$ cat config.mk
export PLATFORM = sky130hd
export DESIGN_NAME = pu_pipe_n
export DESIGN_NICKNAME = d
export VERILOG_FILES = /design/src/rtl/pu_pkg.sv /design/src/rtl/pu_tree_level.sv /design/src/rtl/pu_pipe_n.sv
export SDC_FILE = /design/constraint.sdc
export NUM_CORES = 1
export LEC_CHECK = 0
export ABC_AREA = 1
export CELL_PAD_IN_SITES_DETAIL_PLACEMENT = 0
export CELL_PAD_IN_SITES_GLOBAL_PLACEMENT = 1
export CORE_MARGIN = 3
export CORE_UTILIZATION = 30
export CTS_CLUSTER_SIZE = 20
export DETAILED_ROUTE_END_ITERATION = 8
export HOLD_SLACK_MARGIN = 0.02
export PLACE_DENSITY_LB_ADDON = 0.1
export SYNTH_ARGS = -nofsm -noshare
export SYNTH_HDL_FRONTEND = slang
export SYNTH_HIERARCHICAL = 1
export SYNTH_SLANG_ARGS = --single-unit
$ cat constraint.sdc
create_clock -name clk -period 1.8 [get_ports clk]
set_clock_uncertainty 0.1 [all_clocks]
set_input_delay 0.54 -clock clk [delete_from_list [all_inputs] [get_ports clk]]
set_output_delay 0.54 -clock clk [all_outputs]
set_load 0.02 [all_outputs]
$ cat src/rtl/pu_pkg.sv
// Shared types and arithmetic helpers for the pu_pipe_n processing unit.
// PU_SATURATE_EN selects saturating adds in pu_add; otherwise adds wrap.
package pu_pkg;

    // Helpers work on a fixed 32-bit carrier; callers zero-extend XLEN-bit
    // operands and truncate the result, so XLEN must stay below PU_MAXW.
    localparam int PU_MAXW = 32;

    typedef enum logic {
        ACCUM   = 1'b0,
        PRESENT = 1'b1
    } pu_state_e;

    function automatic int clog2(input int value);
        int r;
        r = 0;
        while ((1 << r) < value) begin
            r++;
        end
        return r;
    endfunction

    // {3'b100, num[xlen-2:2]} built with shifts so any xlen >= 5 works.
    function automatic logic [PU_MAXW-1:0] pu_weight(input logic [PU_MAXW-1:0] num,
                                                     input int xlen);
        logic [PU_MAXW-1:0] low_mask;
        logic [PU_MAXW-1:0] high_bits;
        low_mask  = (PU_MAXW'(1) << (xlen - 3)) - PU_MAXW'(1);
        high_bits = PU_MAXW'(4) << (xlen - 3);
        return high_bits | ((num >> 2) & low_mask);
    endfunction

    function automatic logic [PU_MAXW-1:0] pu_add(input logic [PU_MAXW-1:0] a,
                                                  input logic [PU_MAXW-1:0] b,
                                                  input int xlen);
        logic [PU_MAXW-1:0] sum;
        logic [PU_MAXW-1:0] lim;
        sum = a + b;
        lim = (PU_MAXW'(1) << xlen) - PU_MAXW'(1);
`ifdef PU_SATURATE_EN
        if (sum > lim) begin
            sum = lim;
        end
`endif
        return sum & lim;
    endfunction

endpackage

$ cat src/rtl/pu_tree_level.sv
// One registered adder-tree level: WIDTH_IN operands -> WIDTH_IN/2 pairwise sums.
// Latency 1 cycle; holds data and valid whenever i_en is low.
module pu_tree_level #(
    parameter int XLEN     = 5,
    parameter int WIDTH_IN = 4
) (
    input  logic                             clk,
    input  logic                             rst,
    input  logic                             i_en,
    input  logic                             i_vld,
    input  logic [WIDTH_IN*XLEN-1:0]         i_dat,
    output logic                             o_vld,
    output logic [(WIDTH_IN/2)*XLEN-1:0]     o_dat
);
    import pu_pkg::*;

    localparam int WO = WIDTH_IN / 2;

    logic [WO*XLEN-1:0] w_sum;

    always_comb begin
        w_sum = '0;
        for (int i = 0; i < WO; i++) begin
            w_sum[i*XLEN +: XLEN] = XLEN'(pu_add(PU_MAXW'(i_dat[(2*i)*XLEN +: XLEN]),
                                                 PU_MAXW'(i_dat[(2*i+1)*XLEN +: XLEN]),
                                                 XLEN));
        end
    end

    always_ff @(posedge clk) begin
        if (rst) begin
            o_vld <= 1'b0;
            o_dat <= '0;
        end else if (i_en) begin
            o_vld <= i_vld;
            if (i_vld) begin
                o_dat <= w_sum;
            end
        end
    end

endmodule

$ cat src/rtl/pu_pipe_n.sv
// N-operand weight/sum/accumulate pipe; latency 2+log2(N) cycles per group, 1 beat/cycle.
// A held result (out_valid & ~out_ready) freezes every stage; PU_SATURATE_EN selects saturating adds.
module pu_pipe_n #(
    parameter int XLEN    = 5,
    parameter int N       = 4,
    parameter int ACC_LEN = 1
) (
    input  logic                clk,
    input  logic                rst,
    input  logic                in_valid,
    output logic                in_ready,
    input  logic [N*XLEN-1:0]   nums,
    output logic                out_valid,
    input  logic                out_ready,
    output logic [XLEN-1:0]     result
);
    import pu_pkg::*;

    localparam int LOG2N = clog2(N);
    localparam int CW    = (ACC_LEN > 1) ? clog2(ACC_LEN) : 1;
    // Every tree level lives in one flat bus: level l starts at XLEN*(2N - 2*(N>>l)).
    localparam int TW    = XLEN * (2*N - 1);

    logic                w_en;
    logic [N*XLEN-1:0]   w_wt;
    logic [TW-1:0]       w_tree;
    logic [LOG2N:0]      w_tvld;
    logic [XLEN-1:0]     w_sum;
    logic [XLEN-1:0]     w_acc_sum;
    logic [XLEN-1:0]     w_grp;
    logic                w_take;
    logic                w_last;

    logic                r_in_vld;
    logic [N*XLEN-1:0]   r_in_dat;
    pu_state_e           r_state;
    logic [XLEN-1:0]     r_acc;
    logic [CW-1:0]       r_cnt;
    logic                r_out_vld;
    logic [XLEN-1:0]     r_result;

    assign w_en      = ~(r_out_vld & ~out_ready);
    assign in_ready  = w_en;
    assign out_valid = r_out_vld;
    assign result    = r_result;

    always_comb begin
        w_wt = nums;
        for (int i = 0; i < N-1; i++) begin
            w_wt[i*XLEN +: XLEN] = XLEN'(pu_weight(PU_MAXW'(nums[i*XLEN +: XLEN]), XLEN));
        end
    end

    always_ff @(posedge clk) begin
        if (rst) begin
            r_in_vld <= 1'b0;
            r_in_dat <= '0;
        end else if (w_en) begin
            r_in_vld <= in_valid;
            if (in_valid) begin
                r_in_dat <= w_wt;
            end
        end
    end

    assign w_tree[N*XLEN-1:0] = r_in_dat;
    assign w_tvld[0]          = r_in_vld;

    for (genvar l = 0; l < LOG2N; l++) begin : g_lvl
        localparam int WI = N >> l;
        localparam int OI = XLEN * (2*N - 2*WI);
        localparam int OO = XLEN * (2*N - WI);

        pu_tree_level #(
            .XLEN     (XLEN),
            .WIDTH_IN (WI)
        ) u_lvl (
            .clk   (clk),
            .rst   (rst),
            .i_en  (w_en),
            .i_vld (w_tvld[l]),
            .i_dat (w_tree[OI +: WI*XLEN]),
            .o_vld (w_tvld[l+1]),
            .o_dat (w_tree[OO +: (WI/2)*XLEN])
        );
    end

    assign w_sum     = w_tree[TW-1 -: XLEN];
    assign w_take    = w_tvld[LOG2N] & w_en;
    assign w_last    = (r_cnt == CW'(ACC_LEN - 1));
    assign w_acc_sum = XLEN'(pu_add(PU_MAXW'(r_acc), PU_MAXW'(w_sum), XLEN));
    assign w_grp     = (ACC_LEN == 1) ? w_sum : w_acc_sum;

    // In PRESENT the tree only advances when the consumer takes the result,
    // so a completing group can reload the output in that same cycle.
    always_ff @(posedge clk) begin
        if (rst) begin
            r_state   <= ACCUM;
            r_acc     <= '0;
            r_cnt     <= '0;
            r_out_vld <= 1'b0;
            r_result  <= '0;
        end else begin
            unique case (r_state)
                ACCUM: begin
                    if (w_take) begin
                        if (w_last) begin
                            r_result  <= w_grp;
                            r_cnt     <= '0;
                            r_out_vld <= 1'b1;
                            r_state   <= PRESENT;
                        end else begin
                            r_acc <= (r_cnt == '0) ? w_sum : w_acc_sum;
                            r_cnt <= r_cnt + CW'(1);
                        end
                    end
                end
                PRESENT: begin
                    if (out_ready) begin
                        if (w_take && w_last) begin
                            r_result <= w_grp;
                            r_cnt    <= '0;
                        end else begin
                            r_out_vld <= 1'b0;
                            r_state   <= ACCUM;
                            if (w_take) begin
                                r_acc <= (r_cnt == '0) ? w_sum : w_acc_sum;
                                r_cnt <= r_cnt + CW'(1);
                            end
                        end
                    end
                end
                default: r_state <= ACCUM;
            endcase
        end
    end

endmodule

==> flow_metrics.env <==
export IMPL_outcome="complete, no violations"
export IMPL_irDropWorstVdd_mv=0.340
export IMPL_met1_length_um=2120
export IMPL_io_buffers=21
export IMPL_nets=352
export IMPL_yosysSeqAreaShare_pct=38.4
export IMPL_fmax_mhz=605
export IMPL_worstMarginPinSlew_ns=0.545
export IMPL_wire_per_inst_um=9.96
export IMPL_syn_avg_cell_area_sq_um=7.21
export IMPL_cts_buffers=5
export IMPL_fillCellCount=682
export IMPL_ff2ff_setup_slack_ns=0.21
export IMPL_finalSetupTns_ns=0
export IMPL_cts_sinks=38
export IMPL_synthTopCellsByCount="56 x nor2_1, 47 x nand2_1, 42 x inv_1"
export IMPL_gr_total_overflow=0
export IMPL_path_clk_slew_ns=0.08
export IMPL_core_area_sq_um=6170
export IMPL_cts_buffer_depth=2
export IMPL_syn2layout_area_growth_pct=22.3
export IMPL_firstDrtPassIters=4
export IMPL_drc=0
export IMPL_min_period_ns=1.65
export IMPL_synth_edff_count=0
export IMPL_ant_nets=0
export IMPL_yosys_top_cells_area="dfxtp_1 38%, nor2_1 11%, nand2_1 8.9%, inv_1 8.0%, ha_1 7.6%"
export IMPL_timing_final_crit_share_pct=91.8
export IMPL_grtUsageTotal_pct=12.2
export IMPL_ctsHoldBuffers=0
export IMPL_crit_type="in2out"
export IMPL_dieArea_sq_um=7620
export IMPL_antenna_found_initial=0
export IMPL_dr_wl_met2_um=1520
export IMPL_multiInputGateArea_sq_um=1030
export IMPL_rows=28
export IMPL_synth_most_common_cell="nor2_1"
export IMPL_place_congestion=0.723
export IMPL_synth_ff_type="dfxtp_1"
export IMPL_synth_top_area_cell="dfxtp_1"
export IMPL_synth_seq_cells=38
export IMPL_ff_latch_area_sq_um=761
export IMPL_syn_inst=275
export IMPL_syn_area_sq_um=1980
export IMPL_drt_iter0_markers=49
export IMPL_startpoint_type="input port"
export IMPL_slew_headroom_pct=63.6
export IMPL_clk_latency_ns=0.29
export IMPL_dieWidth_um=87.3
export IMPL_power_density_nw_per_um2=783
export IMPL_cts_root_buf="clkbuf_8"
export IMPL_synth_top_cell_area_share_pct=38.4
export IMPL_wirelength_um=3870
export IMPL_grt_pass1_vias=1623
export IMPL_ys_types=26
export IMPL_start_util_pct=32.1
export IMPL_dr_wl_met3_um=161
export IMPL_slew_viol_final=0
export IMPL_grt_max_degree=19
export IMPL_viasPerCell=4.32
export IMPL_ctsHtreeMaxLevel=2
export IMPL_diodes=0
export IMPL_place_detailed_hpwl_um=2960
export IMPL_rsz0062_at_grt="false"
export IMPL_drive_gt1_share_pct=10.2
export IMPL_routed_top_layer="met4"
export IMPL_required_ns=1.16
export IMPL_hp_class="reg2reg"
export IMPL_cp_data_arrival_time_ns=1.01
export IMPL_cts_tree="done"
export IMPL_grt_pass1_wl_um=7280
export IMPL_ys_async_sr_fraction_pct=0
export IMPL_hold_viol_final=0
export IMPL_die_y_um=87.3
export IMPL_path_max_fanout=2
export IMPL_p_leak_uw=0.00118
export IMPL_num_vias=1682
export IMPL_power_uw=1900
export IMPL_ys_warn_count=6
export IMPL_end_kind="primary output"
export IMPL_design_portCount=31
export IMPL_cap_violations=0
export IMPL_setup_viol=0
-- cells in the final DEF, fill, tap and decap left out, drive strengths merged --
master | netlist | final
inv | 46 | 46
a21oi | 13 | 13
o21ai | 19 | 19
conb | 1 | 6
nand2 | 51 | 51
clkinvlp | 0 | 1
nand3 | 16 | 16
nand4 | 5 | 5
buf | 4 | 10
fa | 3 | 3
clkinv | 0 | 1
clkbuf | 0 | 6
dlygate4sd2 | 0 | 7
or2 | 4 | 4
nor2 | 57 | 57
nand3b | 1 | 1
clkdlybuf4s50 | 0 | 13
xor2 | 3 | 3
dfxtp | 38 | 38
a211oi | 2 | 2
ha | 12 | 12
-- sequential cells by signal, indices dropped and copies added (netlist names) --
signal             flops
r_in_dat              12
r_state                1
r_in_vld               1
r_cnt                  1
out_valid              1
g_lvl.u_lvl/o_vld      2
g_lvl.u_lvl/o_dat     15
result                 5
-- routing by layer --
layer | track usage [%] | up-vias
met2 | 17.6 | 27
met1 | 17.0 | 718
met4 | 4.60 | 0
met5 | 0 | -
li1 | - | 931
met3 | 3.50 | 6
-- power breakdown --
| group | switching, uW | total (uW) | leakage [uW] | internal, uW |
|---|---|---|---|---|
| Clock | 311 | 619 | 0.0000472 | 308 |
| Combinational | 191 | 344 | 0.000825 | 153 |
| Sequential | 36.4 | 934 | 0.000313 | 898 |
| Total | 539 | 1900 | 0.00118 | 1360 |
-- repair_timing --
item                                    4_1_cts  5_1_grt
gates cloned                                  0        0
resized for setup                            13        1
endpoints found under the setup margin        7        1
buffers inserted                              0        0
-- path summary, 6_finish.rpt --
check | startpoint | endpoint | cells past startpoint
setup / recovery | out_ready | in_ready | 4
hold / removal | g_lvl[0].u_lvl/o_vld | g_lvl[0].u_lvl/o_vld | 2
setup reg to reg | g_lvl[0].u_lvl/o_dat[0] | g_lvl[1].u_lvl/o_dat[4] | 11
hold reg to reg | g_lvl[0].u_lvl/o_vld | g_lvl[0].u_lvl/o_vld | 2
-- layout make-up --
| type | count | share of cell area, % |
|---|---|---|
| inverters | 46 | 7.23 |
| multi-input cells | 192 | 42.4 |
| clock buffers | 6 | 3.41 |
| repair buffers | 30 | 11.2 |
| flip-flops and latches | 38 | 31.4 |
| clock inverters | 2 | 0.516 |
| well taps | 75 | 3.87 |
-- kinds of logic after synthesis --
family / after synthesis / share of synthesized area [%]
DFF: 38 / 38.4
buffers and inverters: 50 / 10.8
and+or+nand+nor: 134 / 29.9
xor gates and xnor gates: 3 / 1.33
other: 1 / 0.189
AOI/OAI and AO/OA: 34 / 8.84
adders and majority gates: 15 / 10.6
-- per-stage QoR --
step	worst slack [ns]	cells	instance area [sq um]	util (%)	hold WS, ns
3_5_place_dp	-0.541	381	2330	37.8	0.352
2_1_floorplan	0.312	280	2000	-	0.333
3_3_place_gp	-0.537	381	2330	37.8	0.352
5_1_grt	0.00885	389	2420	39.3	0.388
4_1_cts	0.125	389	2420	39.3	0.366
6_report	0.148	389	2420	39.3	0.363
-- critical path: stages --
cell and delay [ns]:
dlygate4sd2_1 0.24, inv_2 0.06, nand2_2 0.05, buf_6 0.13
Power figures use the tool's default switching activity.
